[src/rtl/mem_arbiter.sv]
// Two-port (instruction/data) to one-port memory arbiter with a registered grant.
// Define MEM_ARBITER_ROUND_ROBIN_EN for round-robin tie-breaking; otherwise D wins ties.
module mem_arbiter #(
    parameter int ADDR_WIDTH = 16,
    parameter int DATA_WIDTH = 16,
    parameter int BE_WIDTH   = 2
) (
    input  logic                  clk,
    input  logic                  reset,
    input  logic                  i_read,
    input  logic                  i_write,
    input  logic [ADDR_WIDTH-1:0] i_address,
    input  logic [DATA_WIDTH-1:0] i_wdata,
    input  logic [BE_WIDTH-1:0]   i_byte_enable,
    output logic                  i_resp,
    output logic [DATA_WIDTH-1:0] i_rdata,
    input  logic                  d_read,
    input  logic                  d_write,
    input  logic [ADDR_WIDTH-1:0] d_address,
    input  logic [DATA_WIDTH-1:0] d_wdata,
    input  logic [BE_WIDTH-1:0]   d_byte_enable,
    output logic                  d_resp,
    output logic [DATA_WIDTH-1:0] d_rdata,
    output logic                  mem_read,
    output logic                  mem_write,
    output logic [ADDR_WIDTH-1:0] mem_address,
    output logic [DATA_WIDTH-1:0] mem_wdata,
    output logic [BE_WIDTH-1:0]   mem_byte_enable,
    input  logic                  mem_resp,
    input  logic [DATA_WIDTH-1:0] mem_rdata
);

    typedef enum logic [1:0] {IDLE, I_BUSY, D_BUSY} state_t;

    typedef struct packed {
        logic                  rd;
        logic                  wr;
        logic [ADDR_WIDTH-1:0] addr;
        logic [DATA_WIDTH-1:0] wdata;
        logic [BE_WIDTH-1:0]   be;
    } req_t;

    state_t state, state_nxt;
    req_t   i_req_s, d_req_s, mem_req_s;
    logic   i_req, d_req, tie_to_d;

    // A simultaneous read+write is forwarded as a pure write.
    assign i_req_s = '{rd: i_read & ~i_write, wr: i_write, addr: i_address,
                       wdata: i_wdata, be: i_byte_enable};
    assign d_req_s = '{rd: d_read & ~d_write, wr: d_write, addr: d_address,
                       wdata: d_wdata, be: d_byte_enable};
    assign i_req   = i_read | i_write;
    assign d_req   = d_read | d_write;

`ifdef MEM_ARBITER_ROUND_ROBIN_EN
    logic last_d;

    always_ff @(posedge clk) begin
        if (reset)
            last_d <= 1'b1;
        else if (state == IDLE && state_nxt != IDLE)
            last_d <= (state_nxt == D_BUSY);
    end

    assign tie_to_d = ~last_d;
`else
    assign tie_to_d = 1'b1;
`endif

    always_ff @(posedge clk) begin
        if (reset)
            state <= IDLE;
        else
            state <= state_nxt;
    end

    always_comb begin
        state_nxt = state;
        unique case (state)
            IDLE: begin
                if (d_req && (!i_req || tie_to_d))
                    state_nxt = D_BUSY;
                else if (i_req)
                    state_nxt = I_BUSY;
            end
            I_BUSY, D_BUSY: begin
                if (mem_resp)
                    state_nxt = IDLE;
            end
            default: state_nxt = IDLE;
        endcase
    end

    always_comb begin
        mem_req_s = '0;
        if (state == I_BUSY)
            mem_req_s = i_req_s;
        else if (state == D_BUSY)
            mem_req_s = d_req_s;
    end

    assign mem_read        = mem_req_s.rd;
    assign mem_write       = mem_req_s.wr;
    assign mem_address     = mem_req_s.addr;
    assign mem_wdata       = mem_req_s.wdata;
    assign mem_byte_enable = mem_req_s.be;

    assign i_resp  = mem_resp && (state == I_BUSY);
    assign d_resp  = mem_resp && (state == D_BUSY);
    assign i_rdata = mem_rdata;
    assign d_rdata = mem_rdata;

endmodule

[config.mk]
export PLATFORM = sky130hd
export DESIGN_NAME = mem_arbiter
export DESIGN_NICKNAME = d
export VERILOG_FILES = /design/src/rtl/mem_arbiter.sv
export SDC_FILE = /design/constraint.sdc
export NUM_CORES = 1
export LEC_CHECK = 0
export ABC_AREA = 1
export CAP_MARGIN = 20
export CORE_MARGIN = 2
export CORE_UTILIZATION = 24
export CTS_BUF_LIST = sky130_fd_sc_hd__clkbuf_16
export DETAILED_ROUTE_END_ITERATION = 8
export GPL_ROUTABILITY_DRIVEN = 0
export GPL_TIMING_DRIVEN = 1
export PLACE_DENSITY = 0.85
export SLEW_MARGIN = 5
export SYNTH_ARGS = -nofsm -noshare
export SYNTH_HDL_FRONTEND = slang
export SYNTH_SLANG_ARGS = --single-unit
export TNS_END_PERCENT = 20
[constraint.sdc]
create_clock -name clk -period 1.7 [get_ports clk]
set_input_delay 0.51 -clock clk [delete_from_list [all_inputs] [get_ports clk]]
set_output_delay 0.51 -clock clk [all_outputs]
set_load 0.01 [all_outputs]
==> results of run 1 <==
==> placed cells by master, fill, tap and decap left out <==
cell             netlist  final
nand3_2               20     33
ha_1                   3      1
dlymetal6s2s_1         0      2
buf_8                  1      2
ha_4                   0      2
clkdlybuf4s50_1        0     70
a21oi_1                2      2
nand4_1                1      1
nand2_1               76     73
inv_2                  0      2
o21ai_1                0      1
inv_1                  9      7
nand3_4                0      1
nand3_1               16      2
buf_4                 35     10
dlygate4sd2_1          0      2
inv_8                  0      1
buf_2                  5     36
buf_6                  1     14
o31ai_4                0      1
dfxtp_2                0      2
buf_12                 2      6
nand3b_1               1      1
nand2_2                0      3
clkbuf_16              0      3
nor2_1                 1      1
==> worst max-delay path, delay by kind of cell (launching register included) <==
family	cells	cell delay, ps
fa+ha+maj	1	170
buf+inv	5	610
flops	1	310
simple gates	2	90
==> stage by stage <==
step	TNS [ps]	instance area [um2]	hold slack, ps	util, %	worst slack, ps
finish	-5320	2300	694	52.8	-228
global route	-6690	2300	730	52.8	-265
CTS	-5670	2210	605	50.8	-229
detailed placement	-17340	2070	592	47.6	-632
global placement	-17080	2070	568	47.6	-638
floorplan	0	1080	467	-	58.9
==> per-layer routing <==
metal	share of wire (%)	GRT usage [%]	routed length, um	vias to the layer above
li1	-	-	-	730
met4	2.2	6.08	89	0
met2	52	27.3	2070	65
met1	37	18.6	1480	644
met5	0	0	0	-
met3	9.1	3.85	366	13
==> worst max path at each step <==
stage	slack, ps	end	from
6_report	-230	mem_address[6]	state[1]$_SDFFE_PP0P_
5_1_grt	-260	mem_read	state[1]$_SDFFE_PP0P_
4_1_cts	-230	mem_address[6]	state[1]$_SDFFE_PP0P_
3_5_place_dp	-630	mem_read	i_write
3_3_place_gp	-640	mem_read	i_read
2_1_floorplan	60	mem_address[0]	state[1]$_SDFFE_PP0P_
==> power groups by stage <==
stage                     Sequential, uW  Clock [uW]  Combinational [uW]
after global placement              56.9           0                 837
after global routing                61.4         366                 998
after floorplan                     57.3           0                 430
after detailed placement            57.2           0                 848
after CTS                           60.7         362                 891
final                               60.8         356                 924
==> what timing repair did <==
item / CTS / global route
endpoints found under the setup margin: 38 / 38
pin swaps: 16 / 13
buffers inserted: 15 / 2
resized for setup: 186 / 21
hold buffers: 0 / 0
==> area by class of cell <==
| class | instances | area (um2) | area share [%] |
|---|---|---|---|
| repair buffers | 142 | 1310 | 56.8 |
| multi-input cells | 122 | 767 | 33.3 |
| clock buffers | 3 | 75.1 | 3.26 |
| well taps | 52 | 65.1 | 2.83 |
| inverters | 10 | 45.0 | 1.96 |
| flip-flops and latches | 2 | 42.5 | 1.85 |
==> cell families (layout without fill, tap and decap cells) <==
| kind of cell | Yosys count | after routing | synth area share [%] |
|---|---|---|---|
| AOI/OAI and AO/OA | 4 | 4 | 2.54 |
| adders and majority gates | 3 | 3 | 3.47 |
| buffers and inverters | 54 | 155 | 36.4 |
| and+or+nand+nor | 115 | 115 | 53.9 |
| DFF | 2 | 2 | 3.70 |
==> results.toml, run 1 <==
[worst_hold_path]
hold_class = "in -> reg"
holdPathEnd = "state[0]$_SDFFE_PP0P_"
hp-start = "d_read"
holdPathStages = 6

[logic_synthesis]
syn_nets = 272
synth.most_common_cell = "nand2_1"
ys_seq_elements = 2
yosysTopAreaCell = "nand2_1"
yosysWarnings = 0
synth.top_cell.area_share_pct = 26.4
synth_edf_count = 0
synth_flop_cell = "dfxtp_1"
synth_common_cells = "nand2_1 (76), buf_4 (35), nand3_2 (20)"
ys_seq_area_share_pct = 3.70
postSynthAreaPerCell_um2 = 6.08
synthCells = 178
synth.distinct_cells = 18
ys_top_cells_by_area = "nand2_1 (26%), buf_4 (24%), nand3_2 (18%), nand3_1 (7.4%), buf_12 (3.7%)"
synth_area_um2 = 1080
ys_async_sr_fraction_pct = 0

[run_status]
failed_checks = "negative setup slack"
status = "finished with violations"

[route]
dr_total_vias = 1452
dr.pass1.iters = 5
post_drt_via_cell_ratio = 4.39
ant_nets = 0
routedWlPerCell_um = 12.1
drcViolationCount = 0
drtIter0Drc = 24
postRouteWirelength_um = 4010

[pwr]
ir_drop_v = 0.000378
p_sw_uw = 463
power_density_nw_per_um2 = 583
p_seq_share_pct = 4.5
p_leak_uw = 0.00117
p_int_uw = 879
combPwrFrac_pct = 68.9
power.total_uw = 1340
power_frac_clock_pct = 26.6
swShare_pct = 34.5

[clock_tree]
cts_tree = "yes"
clock_sink_count = 2
clkTransAtPathRegs_ps = 30
clockRootBuffer = "clkbuf_16"
h-tree-depth = 1
clk_latency_ps = 220
numCtsBuffers = 3
clockBufferDepth = 2

[worst_setup_path]
crit_fanout = 6
r2r_end = "state[1]$_SDFFE_PP0P_"
path_cells = "buf_6 -> ha_4 -> buf_12 -> buf_8 -> buf_6 -> nand3_2 -> nand2_1 -> buf_2"
worst-r2r-setup-slack_ps = 320
reg2reg_depth = 8
worstReg2RegStart = "state[0]$_SDFFE_PP0P_"
crit_type = "reg -> out"
crit_required_ps = 1190
end_kind = "output port"
path_common_cell = "buf_6"
cp.arrival_ps = 1420
worst_path_max_delay_cell = "dfxtp_2"
critPathLaunchType = "register"
crit_path_max_incr_delay_ps = 310

[floorplan]
die_y_um = 71.2
core_area_um2 = 4350
ios = 161
start_util_pct = 24.9
die_area_um2 = 5060
fp.dieW_um = 71.2
rows = 24

[timing]
final-hold-violation-count = 0
max_slew.worst_pin.slew_ps = 170
slew_violations = 0
finalWorstSetupSlack_ps = -228
maxSlewHeadroom_pct = 88.6
rsz0062_at_grt = "true"
setup_violations = 38
clock.fmax_mhz = 519
finClkSkew_ps = 0.943
layout_min_cycle_time_ps = 1930
period_share_pct = 113

[placed_design]
dp_cells = 312
port_buffers = 112
dp_hpwl_um = 2900

[global_route]
grt_max_degree = 24
grt_pass1_wl_um = 6510
antenna_found_initial = 0
track_usage_pct = 15.7
overflow = 0
grt_pass1_vias = 1452

[layout]
fin_nets = 375
area_growth_pct = 113
fillerInstances = 423
regMostFlops = "state"
top_regs = "state: 2 flops"
antennaDiodeCount = 0
fin_cells = 331
layout-drive-gt1-share_pct = 41.6
largest_reg_flops = 2

[flow_run]
maxCapViolations = 0
No activity file was read; power rests on OpenSTA's default activity.
==> inputs of run 2 (changes only) <==
--- a/config.mk
+++ b/config.mk
@@ -13,7 +13,7 @@
 export DETAILED_ROUTE_END_ITERATION = 8
 export GPL_ROUTABILITY_DRIVEN = 0
 export GPL_TIMING_DRIVEN = 1
-export PLACE_DENSITY = 0.85
+export PLACE_DENSITY = 0.83
 export SLEW_MARGIN = 5
 export SYNTH_ARGS = -nofsm -noshare
 export SYNTH_HDL_FRONTEND = slang
==> results.toml, run 2 (same netlist as run 1, synthesis figures left out) <==
[worst_setup_path]
path_buf_inv = 4
path_cells = "buf_4 -> ha_4 -> buf_6 -> buf_4 -> nand3_2 -> nand2_1 -> buf_2"
crit_required_ps = 1190
crit_path_max_incr_delay_ps = 310
end_kind = "output port"
worst_path_max_delay_cell = "dfxtp_2"
crit_fanout = 5
crit_type = "reg -> out"
critPathLaunchType = "register"
cp.arrival_ps = 1350
path_common_cell = "buf_4"
cp_top_family = "buffers and inverters"

[route]
ant_nets = 0
routedWlPerCell_um = 12.3
dr.pass1.iters = 4
post_drt_via_cell_ratio = 4.31
postRouteWirelength_um = 4000
drcViolationCount = 0
drtIter0Drc = 22
dr_total_vias = 1401

[run_status]
status = "finished with violations"
failed_checks = "negative setup slack"

[flow_run]
maxCapViolations = 0

[clock_tree]
clkTransAtPathRegs_ps = 30
clk_latency_ps = 220
numCtsBuffers = 3
cts_tree = "yes"
clockRootBuffer = "clkbuf_16"
clock_sink_count = 2
h-tree-depth = 1
clockBufferDepth = 2

[floorplan]
start_util_pct = 24.9
die_y_um = 71.2
rows = 24
fp.dieW_um = 71.2
ios = 161
core_area_um2 = 4350
die_area_um2 = 5060

[layout]
regMostFlops = "state"
post-route-util_pct = 51.1
area_growth_pct = 106
top_regs = "state: 2 flops"
largest_reg_flops = 2
antennaDiodeCount = 0
fin_nets = 369
mostFrequentLayoutCells = "nand2_1 (71), clkdlybuf4s50_1 (69), buf_2 (35), nand3_2 (22), nand3_1 (14)"
final_common_cell = "nand2_1"
layout-drive-gt1-share_pct = 37.4
fin_area_um2 = 2230

[timing]
clock.fmax_mhz = 537
setup_violations = 38
final-hold-violation-count = 0
slew_violations = 0
finalWorstSetupSlack_ps = -161
maxSlewHeadroom_pct = 89.3
period_share_pct = 109
layout_min_cycle_time_ps = 1860
max_slew.worst_pin.slew_ps = 160
finClkSkew_ps = 0.120
rsz0062_at_grt = "true"

[pwr]
p_leak_uw = 0.00116
power.total_uw = 1290
ir_drop_v = 0.000371
power_density_nw_per_um2 = 581

[global_route]
grt_pass1_wl_um = 6020
track_usage_pct = 14.5
overflow = 0
antenna_found_initial = 0
grt_max_degree = 22
grt_pass1_vias = 1314

[placed_design]
dpl-instance-area_um2 = 2040
port_buffers = 112
dp_hpwl_um = 2760

[worst_hold_path]
hold_class = "reg -> reg"
run 2: cell count changes in the layout (fill, tap and decap cells not counted), sizes merged:
cell	change
dlymetal6s2s	+1
clkbuf	+3
clkdlybuf4s50	-1
buf	-9
run 2: worst min-delay path, stage by stage, from the launching register on:
cell	delay, ps
dfxtp_2	330
inv_2	80
buf_4	110
a21oi_1	50
run 2: metrics by stage:
step / cells / setup TNS [ps] / setup WS (ps) / hold slack, ps
floorplan: 178 / 0 / 58.9 / 467
global placement: 310 / -16910 / -564 / 576
detailed placement: 310 / -17170 / -590 / 581
CTS: 321 / -3660 / -175 / 605
global route: 325 / -5860 / -195 / 642
finish: 325 / -3850 / -161 / 606
run 2: worst paths after layout:
path / slack (ps) / endpoint / depth (start not counted) / startpoint
worst max-delay path: -160 / mem_address[14] / 7 / state[1]$_SDFFE_PP0P_
worst min-delay path: 610 / state[0]$_SDFFE_PP0P_ / 3 / state[0]$_SDFFE_PP0P_
worst max register to register: 240 / state[1]$_SDFFE_PP0P_ / 9 / state[1]$_SDFFE_PP0P_
worst min register to register: 610 / state[0]$_SDFFE_PP0P_ / 3 / state[0]$_SDFFE_PP0P_
run 2: layout make-up:
type,instances,area (um2)
Fill cell,423,2130
Timing Repair Buffer,136,1310
Multi-Input combinational cell,122,696
Clock buffer,3,75.1
Tap cell,52,65.1
Sequential cell,2,42.5
Inverter,10,42.5
run 2: what timing repair did:
action | in CTS | in global routing
resized for setup | 172 | 16
setup buffers | 6 | 2
setup endpoints to repair | 38 | 38
hold buffers | 0 | 0
cloned | 3 | 3
pin swaps | 3 | 7
run 2: routing by layer:
layer / GRT usage, % / part of all wire [%] / up-vias
li1: - / - / 718
met1: 16.8 / 40 / 599
met5: 0 / 0 / -
met3: 3.99 / 9.3 / 12
met2: 25.9 / 50 / 72
met4: 4.40 / 1.1 / 0
run 2: power breakdown:
group,internal (uW),total (uW),leakage [uW],switching (uW)
registers,54.9,60.1,0.0000172,5.18
logic,496,875,0.00110,379
clock network,300,358,0.0000370,58.4
total,850,1290,0.00116,442
==> variant (settings of run 1) <==
Re-encode `state_t` (3 states) as one-hot, 3 bits wide.
--- a/src/rtl/mem_arbiter.sv
+++ b/src/rtl/mem_arbiter.sv
@@ -31,5 +31,5 @@
 );
 
-    typedef enum logic [1:0] {IDLE, I_BUSY, D_BUSY} state_t;
+    typedef enum logic [2:0] {IDLE = 3'b001, I_BUSY = 3'b010, D_BUSY = 3'b100} state_t;
 
     typedef struct packed {
Behaviour: same outputs for any inputs over 10 cycles, from zero or initial values and one cycle with reset high; not proved beyond that.
==> variant against run 1 <==
  * The run still ends with negative setup slack left
  * Wire length fell by 8.4%
  * Setup slack better by 110 ps
  * Count of clock-buffer cells in the layout unchanged
  * Power is 26% lower
  * Final cell count decreased by 0.91%
  * Critical endpoint is now mem_wdata[6]
  * Global-route usage down 1.8 points
  * Synthesized area is 1.4% higher
  * Sequential cell count is 1 higher
  * Final area fell by 10%
  * Critical path type is now input port to output pin
==> variant: results (changes against run 1) <==
Status - finished with violations
Failing checks - negative setup slack
Largest net degree at the start of global routing - 23 (-4.2%)
Synth unique cells - 20 (+2)
Slowest cell on crit path - clkdlybuf4s50_1
DR pass1 iterations - 2 (-3)
Worst VDD drop - 0.673 mV (+78%)
Tot GR Track Use - 14.0% (-1.8 points)
WL met3 - 417 um (+14%)
First-pass GRT wire length - 5890 um (-9.5%)
Vias after detailed routing - 1344 (-7.4%)
Sequential fraction of the synthesis area - 5.47% (+1.8 points)
Worst-case clock skew - 1.70 ps (+0.758 ps)
Setup WS post-layout - -113 ps (+115 ps)
Final setup viols - 37 (-2.6%)
Leak Pwr - 0.00110 uW (-6.6%)
Synth cell count leaders - inv_1 (43), nand2_1 (42), buf_4 (34)
Hpwl dp - 2960 um (+2.2%)
Regs by FF count - state: 3 flops
CP Max Fanout - 1 (-5)
Wire length on met2 - 1840 um (-11%)
Met3 Resource Use GR - 3.09% (-0.75 points)
Worst Max-Slew Pin Slew - 189 ps (+18.2 ps)
Met2 usage in global routing - 26.4% (-0.82 points)
Largest cells by area after synthesis - buf_4 (23%), o21ai_2 (23%), inv_1 (15%)
[variant: final timing paths]
kind | cells past startpoint | to | slack [ps] | startpoint
worst max-delay path | 4 | mem_wdata[6] | -110 | d_wdata[6]
worst min-delay path | 3 | state[2] | 600 | state[1]
worst max register to register | 7 | state[1] | 520 | state[2]
worst min register to register | 3 | state[2] | 600 | state[1]
[variant: what timing repair did]
item / in CTS / in global routing
resized for setup: 172 / 1
pin swaps: 3 / 0
buffers inserted: 7 / 0
endpoints found under the setup margin: 38 / 38
cloned: 1 / 0
[variant: layout make-up]
class                           count  area, um2
Clock buffer                        3       75.1
Clock inverter                      1       3.75
Fill cell                         439       2320
Inverter                           44        165
Multi-Input combinational cell     95        578
Sequential cell                     3       63.8
Tap cell                           52       65.1
Timing Repair Buffer              130       1110
[variant: logic make-up after synthesis]
logic type      count (synthesis)  synth area share, %
buf+inv                        82                 42.4
simple gates                   56                 23.5
flops                           3                 5.47
compound gates                 39                 28.6
[variant: power breakdown]
| group | internal, uW | switching, uW |
|---|---|---|
| logic | 300 | 218 |
| registers | 85.1 | 12.8 |
| clock network | 304 | 67.9 |
[variant: worst max-delay path: cells and delay by family]
kind / cells / cell delay, ps
compound gates: 1 / 130
buf+inv: 3 / 670
[variant: through the flow]
| stage | TNS [ps] | area (um2) | setup slack, ps | std cells | util [%] |
|---|---|---|---|---|---|
| 2_1_floorplan | 0 | 1100 | 231 | 180 | - |
| 3_3_place_gp | -18510 | 2120 | -618 | 317 | 48.3 |
| 3_5_place_dp | -18840 | 2120 | -626 | 317 | 48.3 |
| 4_1_cts | -3390 | 2060 | -122 | 328 | 47.0 |
| 5_1_grt | -6670 | 2060 | -217 | 328 | 47.1 |
| 6_report | -3130 | 2060 | -113 | 328 | 47.1 |
